===== config.mk =====
export PLATFORM = sky130hd
export DESIGN_NAME = mod10_cmd_arbiter
export DESIGN_NICKNAME = d
export VERILOG_FILES = /design/src/rtl/mod10_cmd_arbiter.sv
export SDC_FILE = /design/constraint.sdc
export NUM_CORES = 1
export LEC_CHECK = 0
export ABC_AREA = 1
export CAP_MARGIN = 20
export CORE_MARGIN = 8
export CORE_UTILIZATION = 47
export CTS_BUF_LIST = sky130_fd_sc_hd__clkbuf_2 sky130_fd_sc_hd__clkbuf_4 sky130_fd_sc_hd__clkbuf_8
export DETAILED_ROUTE_END_ITERATION = 7
export MAX_ROUTING_LAYER = met4
export PLACE_DENSITY_LB_ADDON = 0.05
export SKIP_CTS_REPAIR_TIMING = 1
export SYNTH_ARGS = -nofsm -noshare
export SYNTH_HDL_FRONTEND = slang
export SYNTH_SLANG_ARGS = --single-unit

===== constraint.sdc =====
create_clock -name clock -period 2 [get_ports clock]
set_input_delay 0.4 -clock clock [delete_from_list [all_inputs] [get_ports clock]]
set_output_delay 0.4 -clock clock [all_outputs]
set_load 0.02 [all_outputs]

===== src/rtl/mod10_cmd_arbiter.sv =====
// Two-port round-robin command arbiter sequencing an external count_mod10 decade counter.
// Define MOD10_ARB_FIXED_PRIO_EN to replace round-robin with fixed req0-first priority.
module mod10_cmd_arbiter #(
    parameter int STEP_W = 4  // must be >= 4 so a LOAD argument can carry a full digit
) (
    input  logic              clock,
    input  logic              reset,
    input  logic              req0_valid,
    output logic              req0_ready,
    input  logic [1:0]        req0_op,
    input  logic [STEP_W-1:0] req0_arg,
    input  logic              req1_valid,
    output logic              req1_ready,
    input  logic [1:0]        req1_op,
    input  logic [STEP_W-1:0] req1_arg,
    output logic              cnt_load,
    output logic              cnt_mode,
    output logic [3:0]        cnt_data_in,
    input  logic [3:0]        cnt_value,
    output logic              rsp_valid,
    input  logic              rsp_ready,
    output logic              rsp_id,
    output logic [3:0]        rsp_value,
    output logic              rsp_err,
    output logic              rsp_wrap
);

    typedef enum logic [1:0] {
        IDLE,
        EXEC,
        RESP
    } state_t;

    localparam logic [1:0]        OP_LOAD   = 2'b00;
    localparam logic [1:0]        OP_UP     = 2'b01;
    localparam logic [1:0]        OP_DOWN   = 2'b10;
    localparam logic [STEP_W-1:0] MAX_DIGIT = STEP_W'(9);

    state_t            state;
    logic [1:0]        op_q;
    logic [STEP_W-1:0] arg_q;
    logic [STEP_W-1:0] step_q;
    logic              id_q;
    logic              err_q;
    logic              wrap_q;

    logic              grant0;
    logic              grant1;
    logic              accept;
    logic [1:0]        sel_op;
    logic [STEP_W-1:0] sel_arg;

`ifdef MOD10_ARB_FIXED_PRIO_EN
    assign grant0 = req0_valid;
    assign grant1 = req1_valid && !req0_valid;
`else
    logic prio;  // 0: req0 wins the next tie, 1: req1 wins it

    assign grant0 = req0_valid && (!req1_valid || !prio);
    assign grant1 = req1_valid && (!req0_valid || prio);
`endif

    assign accept     = (state == IDLE) && !reset && (req0_valid || req1_valid);
    assign req0_ready = accept && grant0;
    assign req1_ready = accept && grant1;
    assign sel_op     = grant1 ? req1_op  : req0_op;
    assign sel_arg    = grant1 ? req1_arg : req0_arg;

    // The counter has no enable, so every non-EXEC cycle reloads its own value.
    // NOTE: every output of this always_comb gets a default first, so no path can infer a latch.
    always_comb begin
        cnt_load    = 1'b0;
        cnt_mode    = 1'b0;
        cnt_data_in = 4'd0;
        if (!reset) begin
            if (state == EXEC) begin
                if (op_q == OP_LOAD) begin
                    cnt_load    = 1'b1;
                    cnt_data_in = arg_q[3:0];
                end else begin
                    cnt_mode = (op_q == OP_UP);
                end
            end else begin
                cnt_load    = 1'b1;
                cnt_data_in = cnt_value;
            end
        end
    end

    assign rsp_valid = (state == RESP) && !reset;
    assign rsp_id    = rsp_valid && id_q;
    assign rsp_err   = rsp_valid && err_q;
    assign rsp_wrap  = rsp_valid && wrap_q;
    assign rsp_value = rsp_valid ? cnt_value : 4'd0;

    // NOTE: all state below is updated with non-blocking assignments so every register samples pre-edge values.
    always_ff @(posedge clock) begin
        if (reset) begin
            state  <= IDLE;
            op_q   <= OP_LOAD;
            arg_q  <= '0;
            step_q <= '0;
            id_q   <= 1'b0;
            err_q  <= 1'b0;
            wrap_q <= 1'b0;
`ifndef MOD10_ARB_FIXED_PRIO_EN
            prio   <= 1'b0;
`endif
        end else begin
            case (state)
                IDLE: begin
                    if (accept) begin
                        op_q   <= sel_op;
                        arg_q  <= sel_arg;
                        step_q <= sel_arg;
                        id_q   <= grant1;
                        err_q  <= 1'b0;
                        wrap_q <= 1'b0;
`ifndef MOD10_ARB_FIXED_PRIO_EN
                        if (req0_valid && req1_valid) begin
                            prio <= !prio;
                        end
`endif
                        case (sel_op)
                            OP_LOAD: begin
                                if (sel_arg > MAX_DIGIT) begin
                                    err_q <= 1'b1;
                                    state <= RESP;
                                end else begin
                                    state <= EXEC;
                                end
                            end
                            OP_UP, OP_DOWN: state <= (sel_arg == '0) ? RESP : EXEC;
                            default:        state <= RESP;
                        endcase
                    end
                end
                EXEC: begin
                    if (op_q == OP_LOAD) begin
                        state <= RESP;
                    end else begin
                        // Wrap is judged on the value the counter is about to step from.
                        if ((op_q == OP_UP && cnt_value == 4'd9) ||
                            (op_q == OP_DOWN && cnt_value == 4'd0)) begin
                            wrap_q <= 1'b1;
                        end
                        step_q <= step_q - 1'b1;
                        if (step_q == STEP_W'(1)) begin
                            state <= RESP;
                        end
                    end
                end
                RESP: begin
                    if (rsp_ready) begin
                        state <= IDLE;
                    end
                end
                default: state <= IDLE;
            endcase
        end
    end

endmodule


Word-level counts from Yosys, hierarchy flattened
Cells that the tools add are included.
- input port bits: 21
- bits in registers: 16
- word-level logic and storage cells: 85
- add/sub/neg operators: 1
- magnitude comparators: 1
- eq/ne operators: 13
- reductions and logical operators: 33
- mux-type cells: 29
- operators with widths (cell ; number):
    $mux 4 ; 7
    $mux 2 ; 7
    $logic_and 1x1->1 ; 13
    $mux 1 ; 11
    $reduce_and 3->1 ; 3
    $logic_not 4->1 ; 2
    $pmux 4 s2 ; 1
    $eq 2x1->1 const B ; 3
    $eq 2x2->1 const B ; 3
    $logic_not 2->1 ; 3
    $ne 2x2->1 const B ; 3
    $pmux 2 s3 ; 1
    $eq 4x1->1 const B ; 1
    $eq 4x4->1 const B ; 1
    $gt 4x4->1 const B ; 1
    $logic_not 1->1 ; 4
    $logic_or 1x1->1 ; 4
    $pmux 2 s2 ; 1
    $reduce_and 4->1 ; 1
    $sub 4x1->4 const B ; 1
    $ne 3x1->1 const B ; 1
    $ne 2x1->1 const B ; 1
    $pmux 1 s2 ; 1
    $reduce_and 2->1 ; 1
    2 further kinds ; 2

Longest topological paths before layout
- word-level depth: 9
- gate-level depth with buffers: 12
- gate-level depth less buffers: 12

Worst setup path after synthesis
No wires, ideal clock.
- path type: in2out
- from: input reset
- to: output rsp_err
- path buffers: 1
- data required time: 1.600 ns
- cell stages on the path: 4
- arrival time: 1.720 ns
- setup slack: -0.120 ns
- path through: clkbuf_1 -> nor3_1 -> inv_1 -> nor2_1
- longest elaborated chain between the ends: 3
- RTL lines (what ; line ; RTL):
    start, declared ; 7 ; input logic reset,
    $logic_not 1->1 ; 90 ; assign rsp_valid = (state == RESP) && !reset;
    $logic_and 1x1->1 ; 90 ;
    via rsp_valid ; 20 ; output logic rsp_valid,
    $logic_and 1x1->1 ; 92 ; assign rsp_err = rsp_valid && err_q;
    end, declared ; 24 ; output logic rsp_err,
The timed path passes the listed nets, and every way through them passes these cells.

Worst setup path in the final report
- from: input reset
- to: output rsp_wrap
- longest elaborated chain between the ends: 3
- RTL lines (what ; line ; RTL):
    $logic_not 1->1 ; 90 ;
    $logic_and 1x1->1 ; 90 ;
    $logic_and 1x1->1 ; 93 ; assign rsp_wrap = rsp_valid && wrap_q;
    end, declared ; 25 ; output logic rsp_wrap
No other way between the ends.

==> out/metrics.yaml <==
status:
  status: "complete, no violations"
min_path:
  min-delay-path-class: "flop to flop"
  min_from: "wrap_q"
sta:
  timing_hold_violations_final: 0
  slew_viol_final: 0
  finalCriticalPeriod_ns: 1.97
  tightest_slew_ns: 0.311
  fmax_mhz: 507
  setup_viol: 0
  rsz0062_at_grt: "true"
  slew_headroom: 0.791
  finalCritPeriodShare: 0.987
  tns_ns: 0
  fin_skew_ns: 0.00817
worst_setup_path:
  cp-start-kind: "primary input"
  endpoint_kind: "output port"
  crit_start: "reset"
  critPathCapture: "rsp_wrap"
  crit_type: "primary input to output port"
  regToRegSetupSlack_ns: 0.35
  crit_fanout: 7
  r2r-end: "state[0]"
  rr_worst_depth: 11
  critPathRequiredTime_ns: 1.60
  arrival_ns: 1.57
  r2r-start: "prio"
final_layout:
  fin_util: 0.736
  final_area_mm2: 0.00164
  drive_gt1_frac: 0.206
  num_antenna_cells: 0
  final_common_cell: "nand2_1"
  mostFrequentLayoutCells: "nand2_1, inv_1"
  nets: 260
  syn2layout_area_growth_pct: 45.7
synthesis:
  syn_area_mm2: 0.00113
  ys_types: 27
  synth_seq_area_share: 0.284
  yosysTopAreaCellShare: 0.284
  synthCells: 179
  ys.warnings.count: 0
  synth_seq_cells: 16
  synth.avg_cell_area_um2: 6.30
  synth_top_cell_by_area: "dfxtp_1"
  syn-num-nets: 204
  synthTopCellsByArea: "dfxtp_1, nand2_1, inv_1"
power:
  ir_drop_mv: 0.496
  power_w: 0.00107
  total_leakage_power_nw: 0.895
  power_density_mw_per_mm2: 653
placed_design:
  io_buffers: 36
  gp_congestion: 0.913
  placed_cell_area_mm2: 0.00164
  place_hpwl_um: 2870
global_routing:
  grt_overflow: 0
  antenna_found_initial: 0
  grt_pass1_wl_um: 5910
  grt_pass1_vias: 1410
  grt_max_degree: 12
  grt_util_all_layers: 0.175
clock_network:
  cts_tree: "done"
  clkLatencyLatePin_ns: 0.29
  clk_pin_slew_worst_paths_ns: 0.09
  numCtsBuffers: 3
  root_buffer: "clkbuf_4"
  cts_max_level: 1
  cts_max_path_buffers: 2
  clock-sinks: 16
floorplanning:
  die_y_um: 65.0
  ios: 37
  core.rowCount: 17
  dieArea_mm2: 0.00422
  start_util: 0.505
  coreArea_mm2: 0.00223
  chipWidth_um: 65.0
drt:
  drt-total-wl_um: 3470
  final_antenna_net_count: 0
  wl_per_cell_um: 13.3
  drc: 0
  viasPerCell: 5.22
  drtPass1Iterations: 5
  drt_iter0_drc: 77
  vias: 1362
run:
  cap_violations: 0
cell usage after synthesis:
cell type / count
inv_2: 1
clkbuf_1: 1
o21ai_2: 2
nand3_1: 19
a21oi_1: 8
a22oi_1: 4
dfxtp_1: 16
a21oi_2: 1
o211ai_1: 1
nor2_1: 20
o22ai_1: 3
buf_4: 1
nand2_2: 3
nand2_1: 36
buf_2: 1
nand3_2: 1
clkinv_1: 1
nor2_4: 2
nor2_2: 1
o2111ai_1: 1
nor3_1: 4
nor3_2: 1
ha_1: 4
inv_1: 30
buf_6: 1
o21ai_0: 14
nand3b_1: 2
cell type report:
type / count / area [um2]
clock buffer: 3 / 22.5
sequential: 16 / 322
fill: 195 / 591
multi-input combinational: 127 / 673
timing repair buffer: 55 / 470
inverter: 32 / 120
tap: 28 / 35.0
stage by stage:
step	hold WS (ns)	setup slack [ns]	cells
after detailed placement	0.456	-0.402	258
after floorplan	0.436	0.127	179
after global routing	0.503	-0.00820	261
after global placement	0.448	-0.340	258
final	0.470	0.0262	261
after CTS	0.470	-0.415	261
worst max-delay path: stages:
cell and delay (ns):
clkdlybuf4s50_1 0.43, nor3_2 0.29, inv_2 0.13, nor2_1 0.10
dlymetal6s2s_1 0.23
metal layers:
metal  GRT usage  wire length, um
met3      0.0498              228
met5           -                0
met2       0.304             1730
met1       0.182             1430
met4      0.0708               80
flip-flops by register name, summed over array words and instances (netlist names):
name and cells:
op_q 2, state 2, err_q 1, step_q 4
id_q 1, arg_q 4, wrap_q 1, prio 1
report_power, final:
| group | leakage (nW) | internal [W] | switching (W) |
|---|---|---|---|
| clock network | 0.0138 | 0.0000700 | 0.000107 |
| logic | 0.749 | 0.000210 | 0.000286 |
| registers | 0.132 | 0.000365 | 0.0000339 |
cell families (layout without fill, tap and decap cells):
family,count (synthesis),in the layout,synth area share
flops,16,16,0.284
buf+inv,36,90,0.131
compound gates,34,34,0.179
simple gates,89,89,0.362
fa+ha+maj,4,4,0.0444
worst min-delay path by stage:
stage	endpoint	slack [ns]	depth (start not counted)
3_3_place_gp	wrap_q	0.45	2
6_report	wrap_q	0.47	2
4_1_cts	wrap_q	0.47	2
5_1_grt	wrap_q	0.50	2
3_5_place_dp	wrap_q	0.46	2
2_1_floorplan	wrap_q	0.44	2
No activity file was read; power rests on OpenSTA's default activity.
